--- config.mk ---
export PLATFORM = sky130hd
export DESIGN_NAME = uart_loader_flat
export DESIGN_NICKNAME = d
export VERILOG_FILES = /design/src/rtl/uart_loader_if.sv /design/src/rtl/uart_loader.sv /design/src/flat_wrapper.sv
export SDC_FILE = /design/constraint.sdc
export NUM_CORES = 1
export LEC_CHECK = 0
export CAP_MARGIN = 20
export CORE_MARGIN = 4
export CORE_UTILIZATION = 40
export CTS_CLUSTER_SIZE = 8
export DETAILED_ROUTE_END_ITERATION = 10
export SYNTH_ARGS = -nofsm -noshare
export SYNTH_HDL_FRONTEND = slang
export SYNTH_SLANG_ARGS = --single-unit
--- constraint.sdc ---
create_clock -name clk -period 5.45 [get_ports clk]
set_clock_uncertainty 0.15 [all_clocks]
set_input_delay 1.09 -clock clk [delete_from_list [all_inputs] [get_ports clk]]
set_output_delay 1.09 -clock clk [all_outputs]
set_load 0.01 [all_outputs]
--- src/rtl/uart_loader_if.sv ---
// rtl/uart_loader_if.sv - signal bundle between the UART loader and its surroundings
//
// Purpose: groups the loader's control, UART rx/tx and memory write signals.
// Modports:
//   master - the loader itself (consumes rx/enable/tx_ready, drives tx/mem/status)
//   slave  - the environment side (UART, memory arbiter, CPU stall logic)
// Signals:
//   en_i          loader enable
//   rx_valid_i    one-cycle pulse, rx_data_i valid
//   rx_data_i     received byte
//   tx_ready_i    UART transmitter can accept a byte
//   tx_valid_o    response byte pending
//   tx_data_o     response byte
//   mem_we_o      one-cycle memory write strobe
//   mem_addr_o    word-aligned byte address
//   mem_wdata_o   word written
//   hold_o        CPU hold request
//   done_o        frame accepted pulse
//   err_o         NAK or timeout pulse
interface uart_loader_if;
  logic        en_i;
  logic        rx_valid_i;
  logic [7:0]  rx_data_i;
  logic        tx_ready_i;
  logic        tx_valid_o;
  logic [7:0]  tx_data_o;
  logic        mem_we_o;
  logic [31:0] mem_addr_o;
  logic [31:0] mem_wdata_o;
  logic        hold_o;
  logic        done_o;
  logic        err_o;

  modport master (
    input  en_i, rx_valid_i, rx_data_i, tx_ready_i,
    output tx_valid_o, tx_data_o, mem_we_o, mem_addr_o, mem_wdata_o,
           hold_o, done_o, err_o
  );

  modport slave (
    output en_i, rx_valid_i, rx_data_i, tx_ready_i,
    input  tx_valid_o, tx_data_o, mem_we_o, mem_addr_o, mem_wdata_o,
           hold_o, done_o, err_o
  );
endinterface

--- src/rtl/uart_loader.sv ---
// rtl/uart_loader.sv - UART boot loader writing framed images into memory
//
// Purpose: parses SYNC, ADDR[4], COUNT[2], DATA[4*COUNT], CHK[1] frames from
// the UART rx byte stream, writes each completed little-endian word to memory,
// and answers with ACK/NAK on the UART tx path. Holds the CPU while a frame is
// in progress.
// Ports:
//   clk   system clock
//   rst_n synchronous active-low reset
//   bus   uart_loader_if.master (enable, rx, tx, memory write, status)
module uart_loader #(
  parameter logic [7:0]  SYNC_BYTE = 8'hA5,
  parameter logic [7:0]  ACK_BYTE  = 8'h06,
  parameter logic [7:0]  NAK_BYTE  = 8'h15,
  parameter logic [31:0] TIMEOUT   = 32'd5_000_000
) (
  input  logic           clk,
  input  logic           rst_n,
  uart_loader_if.master  bus
);

  localparam logic [31:0] TMO_LAST = TIMEOUT - 32'd1;

  typedef enum logic [2:0] {
    S_IDLE, S_ADDR, S_CNT, S_DATA, S_CHK, S_RESP
  } state_t;

  state_t      state_q, state_d;
  logic [17:0] byte_idx_q, byte_idx_d;   // field byte index; in DATA, total data bytes
  logic [23:0] word_q, word_d;           // first three bytes of the field/word in progress
  logic [29:0] addr_q, addr_d;           // ADDR[31:2]
  logic [15:0] count_q, count_d;
  logic [7:0]  chk_q, chk_d;
  logic [31:0] tmo_q, tmo_d;
  logic        tx_valid_q, tx_valid_d;
  logic [7:0]  tx_data_q, tx_data_d;
  logic        mem_we_q, mem_we_d;
  logic [31:0] mem_addr_q, mem_addr_d;
  logic [31:0] mem_wdata_q, mem_wdata_d;
  logic        hold_q, hold_d;

  logic        rx;
  logic [7:0]  rx_byte;
  logic        in_frame;
  logic        handshake;
  logic        timeout_hit;
  logic [15:0] count_m1;
  logic        last_data;
  logic [15:0] count_new;

  assign rx          = bus.rx_valid_i;
  assign rx_byte     = bus.rx_data_i;
  assign in_frame    = (state_q == S_ADDR) || (state_q == S_CNT) ||
                       (state_q == S_DATA) || (state_q == S_CHK);
  assign handshake   = bus.en_i && (state_q == S_RESP) && tx_valid_q && bus.tx_ready_i;
  // A byte arriving on the expiry cycle still counts as activity.
  assign timeout_hit = bus.en_i && in_frame && !rx && (tmo_q == TMO_LAST);
  assign count_m1    = count_q - 16'd1;
  assign last_data   = (byte_idx_q == {count_m1, 2'b11});
  // Low COUNT byte was shifted into word_q[23:16] one byte earlier.
  assign count_new   = {rx_byte, word_q[23:16]};

  // State register
  always_ff @(posedge clk) begin
    if (!rst_n) begin
      state_q     <= S_IDLE;
      byte_idx_q  <= '0;
      word_q      <= '0;
      addr_q      <= '0;
      count_q     <= '0;
      chk_q       <= '0;
      tmo_q       <= '0;
      tx_valid_q  <= 1'b0;
      tx_data_q   <= '0;
      mem_we_q    <= 1'b0;
      mem_addr_q  <= '0;
      mem_wdata_q <= '0;
      hold_q      <= 1'b0;
    end else begin
      state_q     <= state_d;
      byte_idx_q  <= byte_idx_d;
      word_q      <= word_d;
      addr_q      <= addr_d;
      count_q     <= count_d;
      chk_q       <= chk_d;
      tmo_q       <= tmo_d;
      tx_valid_q  <= tx_valid_d;
      tx_data_q   <= tx_data_d;
      mem_we_q    <= mem_we_d;
      mem_addr_q  <= mem_addr_d;
      mem_wdata_q <= mem_wdata_d;
      hold_q      <= hold_d;
    end
  end

  // Next-state and datapath
  always_comb begin
    state_d     = state_q;
    byte_idx_d  = byte_idx_q;
    word_d      = word_q;
    addr_d      = addr_q;
    count_d     = count_q;
    chk_d       = chk_q;
    tmo_d       = tmo_q;
    tx_valid_d  = tx_valid_q;
    tx_data_d   = tx_data_q;
    mem_we_d    = 1'b0;
    mem_addr_d  = mem_addr_q;
    mem_wdata_d = mem_wdata_q;
    hold_d      = hold_q;

    if (in_frame) begin
      tmo_d = rx ? 32'd0 : tmo_q + 32'd1;
    end

    if (!bus.en_i) begin
      state_d     = S_IDLE;
      byte_idx_d  = '0;
      word_d      = '0;
      addr_d      = '0;
      count_d     = '0;
      chk_d       = '0;
      tmo_d       = '0;
      tx_valid_d  = 1'b0;
      tx_data_d   = '0;
      mem_addr_d  = '0;
      mem_wdata_d = '0;
      hold_d      = 1'b0;
    end else if (timeout_hit) begin
      state_d = S_IDLE;
      tmo_d   = '0;
      hold_d  = 1'b0;
    end else begin
      case (state_q)
        S_IDLE: begin
          if (rx && rx_byte == SYNC_BYTE) begin
            state_d    = S_ADDR;
            byte_idx_d = '0;
            chk_d      = '0;
            tmo_d      = '0;
            hold_d     = 1'b1;
          end
        end
        S_ADDR: begin
          if (rx) begin
            chk_d      = chk_q ^ rx_byte;
            word_d     = {rx_byte, word_q[23:8]};
            byte_idx_d = byte_idx_q + 18'd1;
            if (byte_idx_q[1:0] == 2'd3) begin
              addr_d     = {rx_byte, word_q[23:2]};
              byte_idx_d = '0;
              state_d    = S_CNT;
            end
          end
        end
        S_CNT: begin
          if (rx) begin
            chk_d      = chk_q ^ rx_byte;
            word_d     = {rx_byte, word_q[23:8]};
            byte_idx_d = byte_idx_q + 18'd1;
            if (byte_idx_q[0]) begin
              count_d    = count_new;
              byte_idx_d = '0;
              if (count_new == 16'd0) begin
                state_d    = S_RESP;
                tx_valid_d = 1'b1;
                tx_data_d  = NAK_BYTE;
              end else begin
                state_d = S_DATA;
              end
            end
          end
        end
        S_DATA: begin
          if (rx) begin
            chk_d      = chk_q ^ rx_byte;
            word_d     = {rx_byte, word_q[23:8]};
            byte_idx_d = byte_idx_q + 18'd1;
            if (byte_idx_q[1:0] == 2'd3) begin
              mem_we_d    = 1'b1;
              mem_addr_d  = {addr_q, 2'b00} + {12'd0, byte_idx_q[17:2], 2'b00};
              mem_wdata_d = {rx_byte, word_q};
              if (last_data) begin
                state_d = S_CHK;
              end
            end
          end
        end
        S_CHK: begin
          if (rx) begin
            state_d    = S_RESP;
            tx_valid_d = 1'b1;
            tx_data_d  = (rx_byte == chk_q) ? ACK_BYTE : NAK_BYTE;
          end
        end
        S_RESP: begin
          if (handshake) begin
            state_d    = S_IDLE;
            tx_valid_d = 1'b0;
            tx_data_d  = '0;
            hold_d     = 1'b0;
          end
        end
        default: state_d = S_IDLE;
      endcase
    end
  end

  // Outputs; en_i low drops everything in the same cycle.
  always_comb begin
    bus.tx_valid_o  = bus.en_i & tx_valid_q;
    bus.tx_data_o   = bus.en_i ? tx_data_q : 8'd0;
    bus.mem_we_o    = bus.en_i & mem_we_q;
    bus.mem_addr_o  = bus.en_i ? mem_addr_q : 32'd0;
    bus.mem_wdata_o = bus.en_i ? mem_wdata_q : 32'd0;
    bus.hold_o      = bus.en_i & hold_q;
    bus.done_o      = handshake && (tx_data_q == ACK_BYTE);
    bus.err_o       = (handshake && (tx_data_q != ACK_BYTE)) || timeout_hit;
  end

endmodule

--- src/flat_wrapper.sv ---
// flat-port wrapper written by rule: the top's interface ports become plain ports
module uart_loader_flat 
#(
  parameter logic [7:0]  SYNC_BYTE = 8'hA5,
  parameter logic [7:0]  ACK_BYTE  = 8'h06,
  parameter logic [7:0]  NAK_BYTE  = 8'h15,
  parameter logic [31:0] TIMEOUT   = 32'd5_000_000
)
  (clk, rst_n, bus_en_i, bus_rx_valid_i, bus_rx_data_i, bus_tx_ready_i, bus_tx_valid_o, bus_tx_data_o, bus_mem_we_o, bus_mem_addr_o, bus_mem_wdata_o, bus_hold_o, bus_done_o, bus_err_o);
  uart_loader_if bus_i ();
  input  logic clk;
  input  logic rst_n;
  input wire logic [$bits(bus_i.en_i)-1:0] bus_en_i;
  input wire logic [$bits(bus_i.rx_valid_i)-1:0] bus_rx_valid_i;
  input wire logic [$bits(bus_i.rx_data_i)-1:0] bus_rx_data_i;
  input wire logic [$bits(bus_i.tx_ready_i)-1:0] bus_tx_ready_i;
  output wire logic [$bits(bus_i.tx_valid_o)-1:0] bus_tx_valid_o;
  output wire logic [$bits(bus_i.tx_data_o)-1:0] bus_tx_data_o;
  output wire logic [$bits(bus_i.mem_we_o)-1:0] bus_mem_we_o;
  output wire logic [$bits(bus_i.mem_addr_o)-1:0] bus_mem_addr_o;
  output wire logic [$bits(bus_i.mem_wdata_o)-1:0] bus_mem_wdata_o;
  output wire logic [$bits(bus_i.hold_o)-1:0] bus_hold_o;
  output wire logic [$bits(bus_i.done_o)-1:0] bus_done_o;
  output wire logic [$bits(bus_i.err_o)-1:0] bus_err_o;
  assign bus_i.en_i = bus_en_i;
  assign bus_i.rx_valid_i = bus_rx_valid_i;
  assign bus_i.rx_data_i = bus_rx_data_i;
  assign bus_i.tx_ready_i = bus_tx_ready_i;
  assign bus_tx_valid_o = bus_i.tx_valid_o;
  assign bus_tx_data_o = bus_i.tx_data_o;
  assign bus_mem_we_o = bus_i.mem_we_o;
  assign bus_mem_addr_o = bus_i.mem_addr_o;
  assign bus_mem_wdata_o = bus_i.mem_wdata_o;
  assign bus_hold_o = bus_i.hold_o;
  assign bus_done_o = bus_i.done_o;
  assign bus_err_o = bus_i.err_o;
  uart_loader #(.SYNC_BYTE(SYNC_BYTE), .ACK_BYTE(ACK_BYTE), .NAK_BYTE(NAK_BYTE), .TIMEOUT(TIMEOUT)) u_core (.clk(clk), .rst_n(rst_n), .bus(bus_i));
endmodule
Word level (Yosys, flattened, before mapping)
Cells that the tools add are included.
{"block": "word_totals", "ff_bits": 206, "inputBits": 13, "out_inout_bits": 77, "wordCells": 128}
{"block": "op_classes", "n_addsub": 4, "eq_ne": 24, "mux": 45, "bitwise": 9, "n_reduce_logical": 33}
{"op": "$mux W32", "n": 6}
{"op": "$mux W18", "n": 6}
{"op": "$pmux W18 S4", "n": 1}
{"op": "$mux W8", "n": 8}
{"op": "$mux W3", "n": 11}
{"op": "$add A32 B1 Y32 const B", "n": 1}
{"op": "$add A32 B18 Y32", "n": 1}
{"op": "$eq A32 B23 Y1 const B", "n": 1}
{"op": "$pmux W8 S3", "n": 1}
{"op": "$add A18 B1 Y18 const B", "n": 1}
{"op": "$eq A18 B18 Y1", "n": 1}
{"op": "$pmux W3 S6", "n": 1}
{"op": "$logic_not A16 Y1", "n": 1}
{"op": "$pmux W8 S2", "n": 1}
{"op": "$reduce_and A4 Y1", "n": 4}
{"op": "$sub A16 B1 Y16 const B", "n": 1}
{"op": "$ne A2 B2 Y1 const B", "n": 7}
{"op": "$ne A2 B1 Y1 const B", "n": 5}
{"op": "$reduce_and A10 Y1", "n": 1}
{"op": "$logic_and A1 B1 Y1", "n": 9}
{"op": "$eq A8 B3 Y1 const B", "n": 1}
{"op": "$eq A8 B8 Y1", "n": 1}
{"op": "$eq A8 B8 Y1 const B", "n": 1}
{"op": "$ne A8 B3 Y1 const B", "n": 1}
{"op": "other kinds (23)", "n": 43}

Logic depth before layout (Yosys ltp)
Gate-level depths: netlist (run 1).
{"block": "logic_depth", "word_depth": 9, "ltp_mapped": 11}

Worst setup path before layout (run 1)
Ideal clock, no wire load.
{"block": "synth_path", "kind": "input to output", "startpoint": "input bus_en_i", "endpoint": "output bus_tx_data_o[4]", "arrival_time_ps": 1846, "required_ps": 4210, "slack_ps": 2364, "stages": 4, "n_path_buf": 3, "cell_sequence": "clkbuf_1 > clkbuf_1 > and2_1 > buf_4"}
{"block": "synth_via", "elab_chain_len": 1}
{"element": "from (decl)", "line": "flat_wrapper.sv:13", "rtl": "input wire logic [$bits(bus_i.en_i)-1:0] bus_en_i;"}
{"element": "$mux W8", "line": "uart_loader.sv:212", "rtl": "bus.tx_data_o = bus.en_i ? tx_data_q : 8'd0;"}
{"element": "to (decl)", "line": "flat_wrapper.sv:18", "rtl": "output wire logic [$bits(bus_i.tx_data_o)-1:0] bus_tx_data_o;"}
Every way passes these cells.

Worst setup path after layout (run 1)
{"block": "layout_path", "startpoint": "register u_core.state_q[1]", "endpoint": "output bus_err_o"}
{"block": "layout_via", "elab_chain_len": 8, "elab_cells_between_ends": 16}
{"element": "from (decl)", "line": "uart_loader.sv:28", "rtl": "state_t state_q, state_d;"}
{"element": "from (signal assigned)", "line": "uart_loader.sv:80", "rtl": "state_q <= state_d;"}
{"element": "$eq A3 B1 Y1 / $eq A3 B2 Y1 (equally long branches)", "line": "uart_loader.sv:53", "rtl": "assign in_frame = (state_q == S_ADDR) || (state_q == S_CNT) ||"}
{"element": "$logic_or A1 B1 Y1 (2 in series)", "line": "uart_loader.sv:53"}
{"element": "$logic_or A1 B1 Y1", "line": "uart_loader.sv:54", "rtl": "(state_q == S_DATA) || (state_q == S_CHK);"}
{"element": "$logic_and A1 B1 Y1 (3 in series)", "line": "uart_loader.sv:57", "rtl": "assign timeout_hit = bus.en_i && in_frame && !rx && (tmo_q == TMO_LAST);"}
{"element": "$logic_or A1 B1 Y1 *", "line": "uart_loader.sv:218", "rtl": "bus.err_o = (handshake && (tx_data_q != ACK_BYTE)) || timeout_hit;"}
{"element": "to (decl)", "line": "flat_wrapper.sv:24", "rtl": "output wire logic [$bits(bus_i.err_o)-1:0] bus_err_o;"}
Every way passes the cells marked *; elsewhere a longest branch is shown, timed or not.

==> results of run 1 <==
[cell usage in the layout (no fill, tap or decap), drive strengths merged, types with 3 or more instances in the layout]
master,n
a311oi,3
nor2b,8
a22oi,3
nand4,14
mux2i,4
nor3,27
nor4b,4
o22ai,3
a21o,7
and4,4
a31oi,7
nand3,45
clkdlybuf4s50,82
a21oi,164
nor4,11
xor2,40
xnor2,47
conb,6
and3,10
dfxtp,199
clkinv,4
a211oi,7
o211ai,6
and2,75
inv,31
nor2,107
ha,21
or3,7
or4,3
o21bai,3
or2,5
o21ai,45
nand2,286
nand2b,6
buf,9
clkbuf,19
[critical path, delay by kind of cell, from the launching register on]
| family | cells | cell delay [ns] |
|---|---|---|
| simple gates | 4 | 0.85 |
| compound gates | 1 | 0.15 |
| buf+inv | 1 | 0.53 |
| xor+xnor | 1 | 0.28 |
| flops | 1 | 0.89 |
[how the worst max path moves through the flow]
| stage | endpoint | from | cells after the start |
|---|---|---|---|
| 2_1_floorplan | bus_tx_data_o[4] | bus_en_i | 4 |
| 3_3_place_gp | bus_err_o | bus_rx_valid_i | 7 |
| 3_5_place_dp | bus_err_o | bus_rx_valid_i | 7 |
| 4_1_cts | bus_err_o | u_core.state_q[1] | 7 |
| 5_1_grt | bus_err_o | u_core.state_q[1] | 7 |
| 6_report | bus_err_o | u_core.state_q[1] | 7 |
[flip-flops by register name, summed over array words and instances (netlist names)]
name,cells
u_core.addr_q,30
u_core.byte_idx_q,18
u_core.chk_q,8
u_core.count_q,16
u_core.hold_q,1
u_core.mem_addr_q,30
u_core.mem_wdata_q,32
u_core.mem_we_q,1
u_core.state_q,3
u_core.tmo_q,32
u_core.tx_data_q,3
u_core.tx_valid_q,1
u_core.word_q,24
[logic make-up after synthesis]
logic type | after synthesis | synth area share (%)
AND/OR/NAND/NOR | 615 | 28.5
AO/OA/AOI/OAI | 274 | 16.0
flip-flops | 199 | 39.5
buffers and inverters | 106 | 4.90
XOR/XNOR | 87 | 7.64
adder cells (fa/ha/maj) | 22 | 2.81
multiplexers | 6 | 0.621
other | 1 | 0.0372
[power breakdown]
group / switching, mW / internal (mW) / total, mW
sequential: 0.000185 / 1.45 / 1.45
combinational: 0.0498 / 0.0166 / 0.0664
clock: 0.663 / 0.640 / 1.30
total: 0.713 / 2.11 / 2.82
[through the flow]
step	cells	power, mW	util (%)
floorplan	1315	1.53	-
global placement	1647	1.55	44.9
detailed placement	1647	1.55	44.9
CTS	1679	2.85	47.4
global route	1679	2.92	47.4
finish	1679	2.82	47.4
[routing by layer]
layer | vias up | GRT usage (%) | share of wire [%]
li1 | 4488 | - | -
met1 | 4108 | 29.9 | 51
met2 | 246 | 28.3 | 42
met3 | 25 | 3.58 | 5.6
met4 | 0 | 4.38 | 1.1
met5 | - | 0 | 0
[final cells by class]
class | instances | area [sq um]
multi-input cells | 1010 | 5640
clock inverters | 13 | 168
flip-flops and latches | 199 | 3980
clock buffers | 19 | 443
fillers | 2515 | 12900
well taps | 324 | 405
repair buffers | 91 | 898
inverters | 23 | 86.3
==> reports/results.ini, run 1 <==
[grt]
track_usage_pct=19.5
overflow=0
grt_antenna_before_repair=1
grt_pass1_vias=8163
grt_pass1_wl_um=44700
grt_max_degree=120

[logic_synthesis]
synth_area_sq_mm=0.0101
syn_inst=1310
ys_top_cells_by_area=dfxtp_1 40%, nand2_1 11%, a21oi_1 8.1%, and2_1 4.5%, xnor2_1 4.0%
syn_avg_cell_area_sq_um=7.69
yosys-top-cells-count=286 x nand2_1, 199 x dfxtp_1, 163 x a21oi_1, 105 x nor2_1, 73 x and2_1
synthFlopType=dfxtp_1
synth-edff-count=0
yosys.cell_types.count=80
synth_most_common_cell=nand2_1
ys_warn_count=0
synth.largest_area_cell=dfxtp_1
synth_seq_area_share_pct=39.5
ys_ff_latch=199
netlist.area_leader.share_pct=39.5
async_reset_ff_share_pct=0

[cells_and_area]
area_growth_pct=15.3
final_design_area_no_fill_sq_mm=0.0116
layout.nets=1377
drive_gt1_share_pct=5.24
antenna_cells=0

[place]
gp_congestion=0.890
postPlaceCellArea_sq_mm=0.0110
dp_slack_ns=1.16
io_buffer_count=83
place_hpwl_um=18700

[setup_path]
start_kind=flip-flop
path_max_fanout=21
required_ns=4.21
rrSetupSlack_ns=2.20
rr_endpoint=u_core.mem_addr_q[16]
worstPathCellList=nor2_8, xnor2_2, nand3_1, or2_4, nor3_2, a31o_2, clkdlybuf4s50_1
reg2reg_depth=6
cp_slowest_cell=dfxtp_1
cp_slowest_stage_delay_ns=0.89
r2r-start=u_core.state_q[0]
worstSetupEndpointType=output pin
crit_type=reg2out
arrival_ns=3.15

[clock_tree]
path_clk_slew_ns=0.08
cts_root_buffer=clkbuf_16
clock_latency_ns=0.45
cts-resized-gates=0
cts-hold-fix-buffers=0
cts_tree=built
clk_path_buf_depth=2
post-cts-setup-buffers=0
cts_buffers=17
htree_num_levels=4
cts_sinks=199

[detailed_routing]
first_pass_iters=6
drtIter0Drc=668
postRouteAntennaNets=0
vias_per_cell=5.28
vias=8867
wirelength_um=27300
wl_per_cell_um=16.3
drc=0

[timing]
period_minus_slack_ns=4.39
max_freq_mhz=228
rsz0062_at_grt=false
tightest_slew_ns=1.04
hold_viol=0
setup_violations=0
slew_headroom_pct=30.5
timing.final.crit_share_pct=80.5
finalWorstSetupSlack_ns=1.06
drv_slew=0
fin_tns_setup_ns=0
timing.hold.ws_ns=0.297

[floorplan]
rows=57
die-area_sq_mm=0.0278
ios=90
die_w_um=167
die_y_um=167
coreArea_sq_mm=0.0245
start_util_pct=41.1

[pwr]
vdd_drop_max_mv=0.196
p_leak_nw=3.84
p_per_area_mw_per_mm2=243

[worst_hold_path]
min-delay-start=u_core.mem_addr_q[13]
hold-path-cell-count=2
holdCritPathClass=reg2reg
hold_end=u_core.mem_addr_q[13]

[outcome]
status=complete, no violations

[run]
drv_cap=0

Note: power is estimated with default switching activity, not from simulation.
==> inputs of run 2 (changes only) <==
==> constraint.sdc (replaced) <==
create_clock -name clk -period 3.6 [get_ports clk]
set_clock_uncertainty 0.15 [all_clocks]
set_input_delay 0.72 -clock clk [delete_from_list [all_inputs] [get_ports clk]]
set_output_delay 0.72 -clock clk [all_outputs]
set_load 0.01 [all_outputs]
==> run 2 against run 1 <==
Against the previous run: global-route usage is 0.45 points higher; clock-buffer cell count is 2 lower; hold slack lost 0.0010 ns; sequential power increased by 52%; combinational power grew 76%; total power up 52%; final cell count is 1.8% higher; utilization increased by 1.1 points.
==> reports/results.ini, run 2 (synthesis gave the netlist of run 1 again) <==
[setup_path]
worstSetupEndpointType=output pin
reg2reg_depth=11
start_kind=flip-flop
arrival_ns=2.56
path_max_fanout=5
r2r-start=u_core.byte_idx_q[2]
required_ns=2.73
rr_endpoint=u_core.mem_addr_q[26]
crit_type=reg2out
rrSetupSlack_ns=0.64

[timing]
fin_tns_setup_ns=0
drv_slew=0
timing.hold.ws_ns=0.296
finalWorstSetupSlack_ns=0.166
slew_headroom_pct=59.0
tightest_slew_ns=0.613
setup_violations=0
period_minus_slack_ns=3.43
rsz0062_at_grt=false
hold_viol=0
timing.final.crit_share_pct=95.4
max_freq_mhz=291

[cells_and_area]
finish.utilization_pct=48.5
reg_top3=u_core.mem_wdata_q (32), u_core.tmo_q (32)
layout_commonest_cell=nand2_1
final_cell_mix=285 x nand2_1, 199 x dfxtp_1, 163 x a21oi_1, 105 x nor2_1, 82 x clkdlybuf4s50_1
layout.nets=1406
final_cells=1709
drive_gt1_share_pct=7.37
area_growth_pct=18.1
final_design_area_no_fill_sq_mm=0.0119

[pwr]
cell_internal_pwr_mw=3.19
p_per_area_mw_per_mm2=360
power.total_mw=4.29
p_leak_nw=4.02
power_frac_clock_pct=46.0
power.share.sequential_pct=51.3
combPwrFrac_pct=2.7
p_sw_share_pct=25.5
switchingPower_mw=1.09
vdd_drop_max_mv=0.281

[clock_tree]
cts_root_buffer=clkbuf_16
path_clk_slew_ns=0.08
clock_latency_ns=0.44
cts_buffers=17
cts_sinks=199
clk_path_buf_depth=2
cts_tree=built
cts-hold-fix-buffers=0
htree_num_levels=4

[detailed_routing]
vias_per_cell=5.31
wirelength_um=27700
first_pass_iters=5
postRouteAntennaNets=0
vias=9077
drtIter0Drc=605
wl_per_cell_um=16.2
drc=0

[floorplan]
die_w_um=167
coreArea_sq_mm=0.0245
ios=90
die_y_um=167
rows=57
die-area_sq_mm=0.0278
start_util_pct=41.1

[place]
postPlaceCellArea_sq_mm=0.0112
dp_slack_ns=0.0999
gp_congestion=0.881
place_inst=1674
place_hpwl_um=19600
io_buffer_count=83

[grt]
track_usage_pct=20.0
overflow=0
grt_antenna_before_repair=2
grtUsageMet3_pct=3.32
use_met2_pct=29.4
grt_pass1_wl_um=45700
busiest_layer=met1
grt_max_degree=88
grt_pass1_vias=8421
grt_util_met1_pct=30.5

[outcome]
status=complete, no violations

[worst_hold_path]
holdCritPathClass=reg2reg
hold_end=u_core.mem_addr_q[17]
hold-path-cell-count=2
min-delay-start=u_core.mem_addr_q[17]

[run]
drv_cap=0

## run 2: worst max-delay path by stage
stage                 startpoint                    to  slack, ns  cells after the start
6_report       u_core.state_q[1]             bus_err_o       0.17                      7
5_1_grt        u_core.state_q[1]             bus_err_o       0.04                      7
4_1_cts        u_core.state_q[0]             bus_err_o       0.05                      7
3_5_place_dp      bus_rx_valid_i             bus_err_o        0.1                      6
3_3_place_gp      bus_rx_valid_i             bus_err_o       0.05                      6
2_1_floorplan   bus_rx_data_i[6]  u_core.byte_idx_q[9]       1.03                      9
## run 2: power by group through the flow
stage	clock [mW]	combinational [mW]	sequential (mW)
floorplan	0	0.0677	2.25
global placement	0	0.117	2.25
detailed placement	0	0.116	2.25
CTS	2.01	0.117	2.20
global route	2.12	0.127	2.20
finish	1.97	0.117	2.20
## run 2: critical path: stages, from the launching register on
cell             delay, ns
dfxtp_1               0.43
nor2_8                0.08
xnor2_4               0.19
nand3_1               0.17
or2_4                 0.32
nor3_4                0.26
a31o_2                0.14
clkdlybuf4s50_1       0.53
## run 2: cell type report
| cell class | instances | area, sq um |
|---|---|---|
| Fill cell | 2449 | 12600 |
| Multi-Input combinational cell | 1010 | 5660 |
| Sequential cell | 199 | 3980 |
| Timing Repair Buffer | 120 | 1140 |
| Clock buffer | 17 | 425 |
| Tap cell | 324 | 405 |
| Clock inverter | 15 | 193 |
| Inverter | 23 | 86.3 |
| Antenna cell | 1 | 2.50 |
## run 2: timing repair
item                       CTS  global route
resized for setup            1             2
pin swaps                    0             1
buffers inserted             0             2
setup endpoints to repair    1             1
cloned                       0             0
## run 2: routing by layer
layer | part of all wire, % | wire length, um
met1 | 51 | 14200
met2 | 42 | 11700
met3 | 5.0 | 1370
met4 | 1.3 | 355
met5 | 0 | 0
==> inputs of run 3 (changes only) <==
--- a/config.mk
+++ b/config.mk
@@ -10,6 +10,9 @@
 export CORE_UTILIZATION = 40
 export CTS_CLUSTER_SIZE = 8
 export DETAILED_ROUTE_END_ITERATION = 10
+export PLACE_DENSITY = 0.65
+export SKIP_CTS_REPAIR_TIMING = 1
+export SLEW_MARGIN = 20
 export SYNTH_ARGS = -nofsm -noshare
 export SYNTH_HDL_FRONTEND = slang
 export SYNTH_SLANG_ARGS = --single-unit
==> run 3 against run 2 <==
Against the previous run: global-route usage shrank 0.19 points; setup slack gained 0.0028 ns; sequential share of layout area grew 0.11 points; critical path depth is the same; fmax is essentially flat; utilization shrank 0.15 points; die area is the same; highest routed layer is now met5; largest cell class unchanged; wire length shrank 0.10%; final cell count shrank 0.18%.
==> reports/results.ini, run 3 (synthesis gave the netlist of run 1 again) <==
[timing]
setup_violations=0
rsz0062_at_grt=false
timing.hold.ws_ns=0.297
hold_viol=0
max_freq_mhz=291
period_minus_slack_ns=3.43
tightest_slew_ns=0.685
slew_headroom_pct=54.2
finalWorstSetupSlack_ns=0.169
timing.final.crit_share_pct=95.3
drv_slew=0

[clock_tree]
clk_path_buf_depth=2
htree_num_levels=4
cts_tree=built
clock_latency_ns=0.44
cts_root_buffer=clkbuf_16
cts_buffers=17
path_clk_slew_ns=0.08
cts_sinks=199

[cells_and_area]
regArea_sq_mm=0.00398
area_growth_pct=17.7
finish.utilization_pct=48.3
multiInputGateArea_sq_mm=0.00566
layout.nets=1404
reg_top3=u_core.mem_wdata_q (32), u_core.tmo_q (32)
final.fill_count=2442
antenna_cells=0
final_cell_mix=285 x nand2_1, 199 x dfxtp_1, 163 x a21oi_1, 105 x nor2_1, 82 x clkdlybuf4s50_1
drive_gt1_share_pct=7.16
final_cells=1706
layout_commonest_cell=nand2_1

[place]
io_buffer_count=83
dp_slack_ns=0.0641
gp_congestion=0.900
place_hpwl_um=19700
place_inst=1674

[detailed_routing]
vias_per_cell=5.37
vias=9161
wirelength_um=27600
drtIter0Drc=763
postRouteAntennaNets=0
first_pass_iters=5
drc=0
wl_per_cell_um=16.2

[worst_hold_path]
holdCritPathClass=reg2reg

[setup_path]
path_max_fanout=9
arrival_ns=2.56
start_kind=flip-flop
required_ns=2.73
crit_type=reg2out
worstSetupEndpointType=output pin

[grt]
grt_pass1_vias=8578
track_usage_pct=19.8
overflow=0
grt_antenna_before_repair=1
grt_max_degree=77
grt_pass1_wl_um=45600

[floorplan]
coreArea_sq_mm=0.0245
ios=90
start_util_pct=41.1
die-area_sq_mm=0.0278
die_y_um=167
die_w_um=167
rows=57

[outcome]
status=complete, no violations

[run]
drv_cap=0

[pwr]
p_per_area_mw_per_mm2=358
p_leak_nw=4.00
vdd_drop_max_mv=0.260

[run 3: cell types whose count changed in the layout (fill, tap and decap cells not counted)]
| cell | before | now |
|---|---|---|
| buf_4 | 34 | 32 |
| clkinv_4 | 2 | 1 |
| inv_6 | 0 | 2 |
| diode_2 | 1 | 0 |
| clkinv_8 | 5 | 4 |
| clkbuf_1 | 0 | 1 |
| inv_12 | 2 | 1 |
[run 3: layout make-up]
class                      count  area share (%)
inverter                      23           0.728
clock buffer                  18            3.62
clock inverter                14            1.42
multi-input combinational   1010            47.7
tap                          324            3.42
timing repair buffer         118            9.49
sequential                   199            33.6
[run 3: power by group]
group | switching [mW] | internal (mW) | leakage, nW
logic | 0.0792 | 0.0363 | 2.11
registers | 0.000182 | 2.20 | 1.60
clock network | 0.982 | 0.946 | 0.293
[run 3: per-layer routing]
metal | global-route usage (%) | wire (um)
met5 | 0 | 14
met4 | 4.80 | 524
met3 | 4.03 | 1710
met2 | 30.0 | 11700
met1 | 28.9 | 13700
[run 3: path summary, 6_finish.rpt]
check,start,to,slack (ns),depth (start not counted)
worst max-delay path,u_core.state_q[0],bus_err_o,0.17,7
worst min-delay path,u_core.tx_valid_q,u_core.tx_valid_q,0.30,2
worst max register to register,u_core.byte_idx_q[2],u_core.mem_addr_q[26],0.63,11
worst min register to register,u_core.tx_valid_q,u_core.tx_valid_q,0.30,2
[run 3: stage by stage]
stage,instance area [sq um],TNS (ns),power (mW)
3_5_place_dp,11200,0,2.37
6_report,11900,0,4.24
5_1_grt,11900,0,4.38
2_1_floorplan,10100,0,2.32
3_3_place_gp,11200,-0.00599,2.37
4_1_cts,11800,0,4.27
[run 3: critical path, cell delays in order, from the launching register on]
cell and delay, ns:
dfxtp_1 0.37, nor2_8 0.22, xnor2_4 0.17, nand3_1 0.15, or2_4 0.31, nor3_4 0.24, a31o_2 0.13, clkdlybuf4s50_1 0.53
